[config.mk]
export PLATFORM = sky130hd
export DESIGN_NAME = page_stepper
export DESIGN_NICKNAME = d
export VERILOG_FILES = /design/src/rtl/page_stepper_pkg.sv /design/src/rtl/page_step_calc.sv /design/src/rtl/page_stepper.sv
export SDC_FILE = /design/constraint.sdc
export NUM_CORES = 1
export LEC_CHECK = 0
export CAP_MARGIN = 20
export CORE_MARGIN = 3
export CORE_UTILIZATION = 45
export DETAILED_ROUTE_END_ITERATION = 8
export PLACE_DENSITY = 0.8
export SKIP_CTS_REPAIR_TIMING = 1
export SLEW_MARGIN = 20
export SYNTH_ARGS = -nofsm -noshare
export SYNTH_HDL_FRONTEND = slang
export SYNTH_SLANG_ARGS = --single-unit
[constraint.sdc]
create_clock -name clk -period 4.05 [get_ports clk]
set_input_delay 1.215 -clock clk [delete_from_list [all_inputs] [get_ports clk]]
set_output_delay 1.215 -clock clk [all_outputs]
set_load 0.1 [all_outputs]
[src/rtl/page_stepper_pkg.sv]
// Shared command and state encodings for the page stepper.
package page_stepper_pkg;

    typedef enum logic [1:0] {
        OP_NOP    = 2'b00,
        OP_LOAD   = 2'b01,
        OP_FINE   = 2'b10,
        OP_COARSE = 2'b11
    } op_t;

    typedef enum logic {
        S_IDLE = 1'b0,
        S_RUN  = 1'b1
    } state_t;

endpackage

[src/rtl/page_step_calc.sv]
// Combinational step core: +1 or bump to next 2^LSB boundary, falling back to reload_val on overflow.
// Zero latency, no flow control.
module page_step_calc #(
    parameter int WIDTH = 16,
    parameter int LSB   = 8
) (
    input  logic [WIDTH-1:0] count,
    input  logic [WIDTH-1:0] reload_val,
    input  logic             coarse,
    output logic [WIDTH-1:0] next,
    output logic             wrap
);

    localparam int HW = WIDTH - LSB;

    logic [HW-1:0] hi;
    logic [HW-1:0] hi_inc;

    assign hi     = count[WIDTH-1:LSB];
    assign hi_inc = hi + HW'(1);

    always_comb begin
        next = count + WIDTH'(1);
        wrap = 1'b0;
        if (coarse) begin
            if (&hi) begin
                next = reload_val;
                wrap = 1'b1;
            end else begin
                next = {hi_inc, {LSB{1'b0}}};
            end
        end else if (&count) begin
            next = reload_val;
            wrap = 1'b1;
        end
    end

endmodule

[src/rtl/page_stepper.sv]
// Registered count with load / fine / coarse step commands and 1..2^REP_W step bursts; first step lands on the
// accept edge, done follows the last step; cmd_ready is low for the whole burst and nothing is buffered.
module page_stepper
    import page_stepper_pkg::*;
#(
    parameter int               WIDTH     = 16,
    parameter int               LSB       = 8,
    parameter int               REP_W     = 4,
    parameter logic [WIDTH-1:0] RESET_VAL = '0
) (
    input  logic             clk,
    input  logic             rst_n,
    input  logic             cmd_valid,
    output logic             cmd_ready,
    input  logic [1:0]       cmd_op,
    input  logic [REP_W-1:0] cmd_rep,
    input  logic [WIDTH-1:0] load_val,
    input  logic [WIDTH-1:0] reload_val,
    input  logic             clr_sticky,
    output logic [WIDTH-1:0] count,
    output logic             wrap_pulse,
    output logic             wrap_sticky,
    output logic             done
);

    state_t             state_q, state_d;
    logic [WIDTH-1:0]   count_q, count_d;
    logic [REP_W-1:0]   rem_q, rem_d;
    logic               coarse_q, coarse_d;
    logic               wrap_pulse_q, wrap_pulse_d;
    logic               wrap_sticky_q, wrap_sticky_d;
    logic               done_q, done_d;

    logic               step_en;
    logic               step_coarse;
    logic [WIDTH-1:0]   step_next;
    logic               step_wrap;

    // In IDLE the step kind comes straight from the command; in RUN from the latched burst kind.
    assign step_coarse = (state_q == S_IDLE) ? (cmd_op == OP_COARSE) : coarse_q;

    page_step_calc #(
        .WIDTH (WIDTH),
        .LSB   (LSB)
    ) u_calc (
        .count      (count_q),
        .reload_val (reload_val),
        .coarse     (step_coarse),
        .next       (step_next),
        .wrap       (step_wrap)
    );

    always_comb begin
        state_d  = state_q;
        count_d  = count_q;
        rem_d    = rem_q;
        coarse_d = coarse_q;
        done_d   = 1'b0;
        step_en  = 1'b0;
        case (state_q)
            S_IDLE: begin
                if (cmd_valid) begin
                    case (cmd_op)
                        OP_NOP: done_d = 1'b1;
                        OP_LOAD: begin
                            count_d = load_val;
                            done_d  = 1'b1;
                        end
                        default: begin
                            step_en  = 1'b1;
                            count_d  = step_next;
                            coarse_d = step_coarse;
                            rem_d    = cmd_rep;
                            if (step_wrap || cmd_rep == '0) begin
                                done_d = 1'b1;
                            end else begin
                                state_d = S_RUN;
                            end
                        end
                    endcase
                end
            end
            default: begin
                step_en = 1'b1;
                count_d = step_next;
                rem_d   = rem_q - REP_W'(1);
                // A wrap abandons whatever is left of the burst.
                if (step_wrap || rem_q == REP_W'(1)) begin
                    state_d = S_IDLE;
                    done_d  = 1'b1;
                end
            end
        endcase
        wrap_pulse_d  = step_en && step_wrap;
        wrap_sticky_d = wrap_pulse_d || (wrap_sticky_q && !clr_sticky);
    end

    always_ff @(posedge clk or negedge rst_n) begin
        if (!rst_n) begin
            state_q       <= S_IDLE;
            count_q       <= RESET_VAL;
            rem_q         <= '0;
            coarse_q      <= 1'b0;
            wrap_pulse_q  <= 1'b0;
            wrap_sticky_q <= 1'b0;
            done_q        <= 1'b0;
        end else begin
            state_q       <= state_d;
            count_q       <= count_d;
            rem_q         <= rem_d;
            coarse_q      <= coarse_d;
            wrap_pulse_q  <= wrap_pulse_d;
            wrap_sticky_q <= wrap_sticky_d;
            done_q        <= done_d;
        end
    end

    assign cmd_ready   = (state_q == S_IDLE);
    assign count       = count_q;
    assign wrap_pulse  = wrap_pulse_q;
    assign wrap_sticky = wrap_sticky_q;
    assign done        = done_q;

endmodule

==> results of run 1 <==
-- per-stage QoR --
stage | total power [mW] | cell area (um2) | cells
final | 2.22 | 2460 | 325
after global routing | 2.36 | 2460 | 325
after CTS | 2.22 | 2460 | 325
after detailed placement | 2.06 | 2410 | 321
after global placement | 2.05 | 2410 | 321
after floorplan | 1.71 | 1800 | 221
-- how the worst min path moves through the flow --
stage                              start                   end  slack, ns  depth (start not counted)
finish              coarse_q$_DFFE_PN0P_  coarse_q$_DFFE_PN0P_       0.52                          1
global placement    coarse_q$_DFFE_PN0P_  coarse_q$_DFFE_PN0P_       0.50                          1
detailed placement  coarse_q$_DFFE_PN0P_  coarse_q$_DFFE_PN0P_       0.51                          1
global route        coarse_q$_DFFE_PN0P_  coarse_q$_DFFE_PN0P_       0.54                          1
floorplan           coarse_q$_DFFE_PN0P_  coarse_q$_DFFE_PN0P_       0.48                          1
CTS                 coarse_q$_DFFE_PN0P_  coarse_q$_DFFE_PN0P_       0.53                          1
-- cells by family (layout without fill, tap and decap cells) --
logic type | after synthesis | count (layout)
xor gates and xnor gates | 12 | 12
AOI/OAI and AO/OA | 68 | 68
and+or+nand+nor | 88 | 88
muxes | 6 | 6
adders and majority gates | 4 | 4
DFF | 25 | 25
buffers and inverters | 18 | 74
-- cell usage after synthesis (all sizes together), types with 2 or more instances --
| master | number | share of area |
|---|---|---|
| nor3 | 11 | 0.031 |
| inv | 5 | 0.010 |
| nor2 | 18 | 0.038 |
| and2 | 2 | 0.0070 |
| xor2 | 4 | 0.019 |
| xnor2 | 8 | 0.039 |
| and3 | 6 | 0.024 |
| o21ai | 19 | 0.053 |
| ha | 4 | 0.028 |
| nand4 | 5 | 0.021 |
| nand2 | 26 | 0.054 |
| a22oi | 3 | 0.013 |
| a221oi | 6 | 0.029 |
| or4 | 2 | 0.0083 |
| o22a | 3 | 0.015 |
| buf | 3 | 0.011 |
| nand3 | 7 | 0.019 |
| or2 | 2 | 0.0070 |
| a31oi | 5 | 0.017 |
| o31ai | 2 | 0.0083 |
| a211oi | 3 | 0.013 |
| mux2 | 2 | 0.013 |
| clkbuf | 10 | 0.021 |
| a21oi | 15 | 0.044 |
| dfrtp | 25 | 0.35 |
| o22ai | 2 | 0.0070 |
| nor4 | 2 | 0.0070 |
| or3 | 5 | 0.017 |
| mux2i | 4 | 0.022 |
-- power by group --
part / internal [mW] / total (mW) / switching [mW] / leakage (nW)
registers: 0.368 / 0.564 / 0.196 / 0.299
clock network: 0.0705 / 0.155 / 0.0841 / 0.0228
logic: 0.457 / 1.50 / 1.05 / 0.677
total: 0.895 / 2.22 / 1.33 / 0.998
-- flip-flops by register name, summed over array words and instances, names as in the netlist --
signal       count
wrap_sticky      1
count           16
done             1
coarse_q         1
state_q          1
wrap_pulse       1
rem_q            4
-- final cells by class --
type | instances | area [um2] | area share
repair buffers | 65 | 613 | 0.249
inverters | 5 | 18.8 | 0.00763
well taps | 48 | 60.1 | 0.0244
multi-input cells | 178 | 1100 | 0.446
clock buffers | 4 | 45.0 | 0.0183
flip-flops and latches | 25 | 626 | 0.254
-- metal layers --
layer / vias to the layer above / share of wire
met4: 0 / 0.0080
met3: 4 / 0.073
met1: 863 / 0.47
met2: 75 / 0.45
met5: - / 0
li1: 931 / -
==> metrics.md, run 1 <==
| Metric | Value |
|---|---|
| RSZ-0062 raised after global routing | false |
| XOR/XNOR Fraction of Synth Area | 0.0584 |
| Layout filler cell count | 338 |
| Initial Util | 0.481 |
| Top Usage Layer GRT | met2 |
| Setup violators final | 0 |
| Total power divided by cell area | 903 mW/mm2 |
| Die area | 0.00479 mm2 |
| Setup ws final | 0.928 ns |
| Ant diodes | 0 |
| Slew margin rel. | 0.348 |
| Final antenna-violating net count | 0 |
| Met2 Use GR | 0.331 |
| Commonest non-fill, non-tap cells in the layout | clkdlybuf4s50_1, nand2_1, dfrtp_1 |
| Clock Latency Late Sink | 0.27 ns |
| Final nets | 324 |
| CTS root buffer | clkbuf_8 |
| Post-layout minimum cycle time | 3.12 ns |
| RePlAce Congestion | 0.946 |
| Slew Viols, Final | 0 |
| Clock Sink Count | 25 |
| Fin util | 0.657 |
| Yosys warns | 0 |
| Detailed Route Iter0 Violations | 102 |
| Pre-CTS setup slack | 0.839 ns |
| # IOs | 62 |
| Pin count of the biggest net entering global routing | 26 |
| Hold/Removal Path Class | reg -> reg |
| Register area share after synthesis | 0.348 |
| Most common cell after layout, fill and taps aside | clkdlybuf4s50_1 |
| Die X-Extent | 69.2 um |
| FF+latch count, synth | 25 |
| Buf/Inv on CP | 1 |
| Max-cap violation count | 0 |
| Initial antenna violation count | 0 |
| Post-synth net total | 267 |
| Cts bufs inserted | 3 |
| Crit path capture type | output port |
| Crit path depth | 1 |
| Area grow syn2layout | 36.7% |
| CORE AREA | 0.00374 mm2 |
| Post-DR vias/cell | 5.76 |
| R2R Setup Slk | 1.74 ns |
| Met1 Usage GRT | 0.313 |
| WL per Instance | 15.3 um |
| Crit path cell chain | clkdlybuf4s50_1 |
| Async SR Flop Fraction | 1.00 |
| Total Neg Setup Slack | 0 ns |
| CP max-delay cell | clkdlybuf4s50_1 |
| Clock-pin slew on the worst setup and hold paths | 0.09 ns |
| Largest stage delay, worst path | 1.17 ns |
| First-pass detailed-route iteration total | 4 |
| Post-synthesis adder-cell area fraction | 0.0278 |
| Number of buffers on the longest clock path | 2 |
| Global route overflow | 0 |
| EDFF count, synth | 0 |
| Post-route DRC | 0 |
| Slew of the pin with the lowest slew margin | 0.975 ns |
| Tcrit/Tclk final | 0.771 |
| Fin. Hold Viols | 0 |
| Mux cell area share after synthesis | 0.0348 |
| Number of buffers added on ports | 61 |
| Simple-gate share of the synthesized area | 0.241 |
| CP Launch Point | count[5]$_DFFE_PN0P_ |
| Share of cells above drive strength 1 | 0.0866 |
| Status | finished clean |
| Clk_skew | 0.00349 ns |
| Netlist cell types | 47 |
| Synthesized cell area | 0.00180 mm2 |
| Crit path capture | count[5] |
| Synthesized area per cell | 8.14 um2 |
| Hold slack | 0.525 ns |
| Cells after synthesis | 221 |
| Vias | 1,873 |
| Worst setup SP type | register |
| Ys flop type | dfrtp_1 |
| CTS tree | yes |
| Vias in the first global route | 1,694 |
| Fmax | 320 MHz |
| Die Ht | 69.2 um |
| Met3 Use GR | 0.0391 |
| Peak supply drop | 0.000726 V |
| Largest family of logic cells by synthesized area | compound AO/OA/AOI/OAI gates |
| WP data required | 2.83 ns |
| Crit path max fanout | 6 |
| Synth Area in Compound Gates | 0.248 |
| Post-DP HPWL | 3.70 mm |
| Crit path DAT | 1.91 ns |
| R2R depth | 6 |
| First-pass GRT wire length | 8.44 mm |
| Final wirelength | 4.98 mm |
| Cell family with most CP delay | buffers and inverters |
| FP Rows | 22 |
| Worst r2r src | count[8]$_DFFE_PN0P_ |
| H-tree Lvls | 1 |
| RR Endpoint | count[2]$_DFFE_PN0P_ |
| P_leak | 0.998 nW |
| Crit Path Class | reg -> out |
| All-Layer GR Usage | 0.213 |
Note: power is estimated with default switching activity, not from simulation.
==> run 2, diff against run 1 <==
Clock period 4.05 ns to 2.9 ns, I/O delays scaled along.
==> run 2 against run 1 <==
Die area is the same. Critical path depth is 4 higher. Core utilization increased by 0.30 points. Clock-buffer cell count fell by 1. First-iteration DRC count increased by 2.9%. Clock power is 41% higher. Largest power group unchanged. Global-route usage is 0.29 points higher.
==> metrics.md, run 2 (synthesized netlist as in run 1, its figures left out) <==
| Metric | Value |
|---|---|
| Status | finished clean |
| Number of buffers on the longest clock path | 2 |
| CTS root buffer | clkbuf_8 |
| Largest stage delay, worst path | 0.58 ns |
| Crit path max fanout | 17 |
| Max-cap violation count | 0 |
| CP max-delay cell | and2_1 |
| Vias in the first global route | 1,765 |
| Final wirelength | 5.19 mm |
| Slew Viols, Final | 0 |
| Global route overflow | 0 |
| RSZ-0062 raised after global routing | false |
| Setup ws final | 0.459 ns |
| RePlAce Congestion | 0.842 |
| P_leak | 1.03 nW |
| Final antenna-violating net count | 0 |
| H-tree Lvls | 1 |
| CORE AREA | 0.00374 mm2 |
| Total Neg Setup Slack | 0 ns |
| Hold/Removal Path Class | reg -> reg |
| Die area | 0.00479 mm2 |
| Crit Path Class | in -> reg |
| First-pass detailed-route iteration total | 4 |
| Tcrit/Tclk final | 0.842 |
| WP data required | 3.08 ns |
| Vias | 1,917 |
| # IOs | 62 |
| Die Ht | 69.2 um |
| Hold slack | 0.525 ns |
| CTS tree | yes |
| Share of cells above drive strength 1 | 0.135 |
| Final nets | 328 |
| Post-DP HPWL | 3.88 mm |
| Worst setup SP type | input pin |
| Fmax | 410 MHz |
| Clock-pin slew on the worst setup and hold paths | 0.11 ns |
| Clock Latency Late Sink | 0.28 ns |
| Area grow syn2layout | 37.3% |
| FP Rows | 22 |
| Peak supply drop | 0.000940 V |
| WL per Instance | 15.8 um |
| Fin. Hold Viols | 0 |
| Post-DR vias/cell | 5.83 |
| Clk_skew | 0.0170 ns |
| Slew of the pin with the lowest slew margin | 0.643 ns |
| Commonest non-fill, non-tap cells in the layout | clkdlybuf4s50_1, buf_4, nand2_1 |
| Crit path cell chain | clkdlybuf4s50_1 -> o21ai_0 -> and2_1 -> a31oi_1 -> o22a_1 |
| Post-layout minimum cycle time | 2.44 ns |
| Slew margin rel. | 0.571 |
| Initial Util | 0.481 |
| Max reg flops | 16 |
| Most common cell after layout, fill and taps aside | clkdlybuf4s50_1 |
| First-pass GRT wire length | 8.65 mm |
| Initial antenna violation count | 0 |
| Final Cell Area | 0.00247 mm2 |
| Cts bufs inserted | 3 |
| DP Area | 0.00242 mm2 |
| All-Layer GR Usage | 0.216 |
| Pin count of the biggest net entering global routing | 26 |
| Clock Sink Count | 25 |
| Detailed Route Iter0 Violations | 105 |
| Setup violators final | 0 |
| Ant diodes | 0 |
| Number of buffers added on ports | 61 |
| Post-route DRC | 0 |
| Crit path DAT | 2.62 ns |
| Pre-CTS setup slack | 0.185 ns |
| Die X-Extent | 69.2 um |
| Crit path capture type | register |
| Final Power | 3.13 mW |
| Total power divided by cell area | 1270 mW/mm2 |
## run 2: cell count changes in the layout (fill, tap and decap cells not counted)
| cell | delta |
|---|---|
| clkbuf_1 | -1 |
| clkinvlp_4 | +1 |
| clkdlybuf4s50_1 | -9 |
| buf_4 | +13 |
## run 2: metrics by stage
stage,util,instances
after floorplan,-,221
after global placement,0.647,325
after detailed placement,0.647,325
after CTS,0.660,329
after global routing,0.660,329
final,0.660,329
## run 2: area by class of cell
cell class / count / area (um2)
Clock buffer: 3 / 41.3
Multi-Input combinational cell: 178 / 1100
Clock inverter: 1 / 7.51
Timing Repair Buffer: 69 / 621
Fill cell: 341 / 1270
Sequential cell: 25 / 626
Inverter: 5 / 18.8
Tap cell: 48 / 60.1
## run 2: path summary, 6_finish.rpt
kind	cells after the start	start	to	slack, ns
worst max-delay path	5	cmd_op[1]	count[12]$_DFFE_PN0P_	0.46
worst min-delay path	1	coarse_q$_DFFE_PN0P_	coarse_q$_DFFE_PN0P_	0.52
worst max register to register	7	count[8]$_DFFE_PN0P_	count[5]$_DFFE_PN0P_	0.67
worst min register to register	1	coarse_q$_DFFE_PN0P_	coarse_q$_DFFE_PN0P_	0.52
max in group asynchronous	2	rst_n	rem_q[0]$_DFFE_PN0P_	1.68
min in group asynchronous	2	rst_n	count[7]$_DFFE_PN0P_	0.96
## run 2: per-layer routing
metal	vias to the layer above	part of all wire	track usage
li1	941	-	-
met1	887	0.48	0.318
met2	82	0.43	0.328
met3	7	0.072	0.0333
met4	0	0.011	0.0607
met5	-	0	0
## run 2: worst max-delay path, delay by kind of cell
kind                   cells  cell delay [ns]
AO/OA/AOI/OAI              3             0.64
buffers and inverters      1             0.53
AND/OR/NAND/NOR            1             0.58
## run 2: power breakdown
part / leakage [nW] / internal (mW) / switching [mW]
logic: 0.708 / 0.638 / 1.48
registers: 0.299 / 0.513 / 0.284
clock network: 0.0217 / 0.0975 / 0.121
total: 1.03 / 1.25 / 1.88
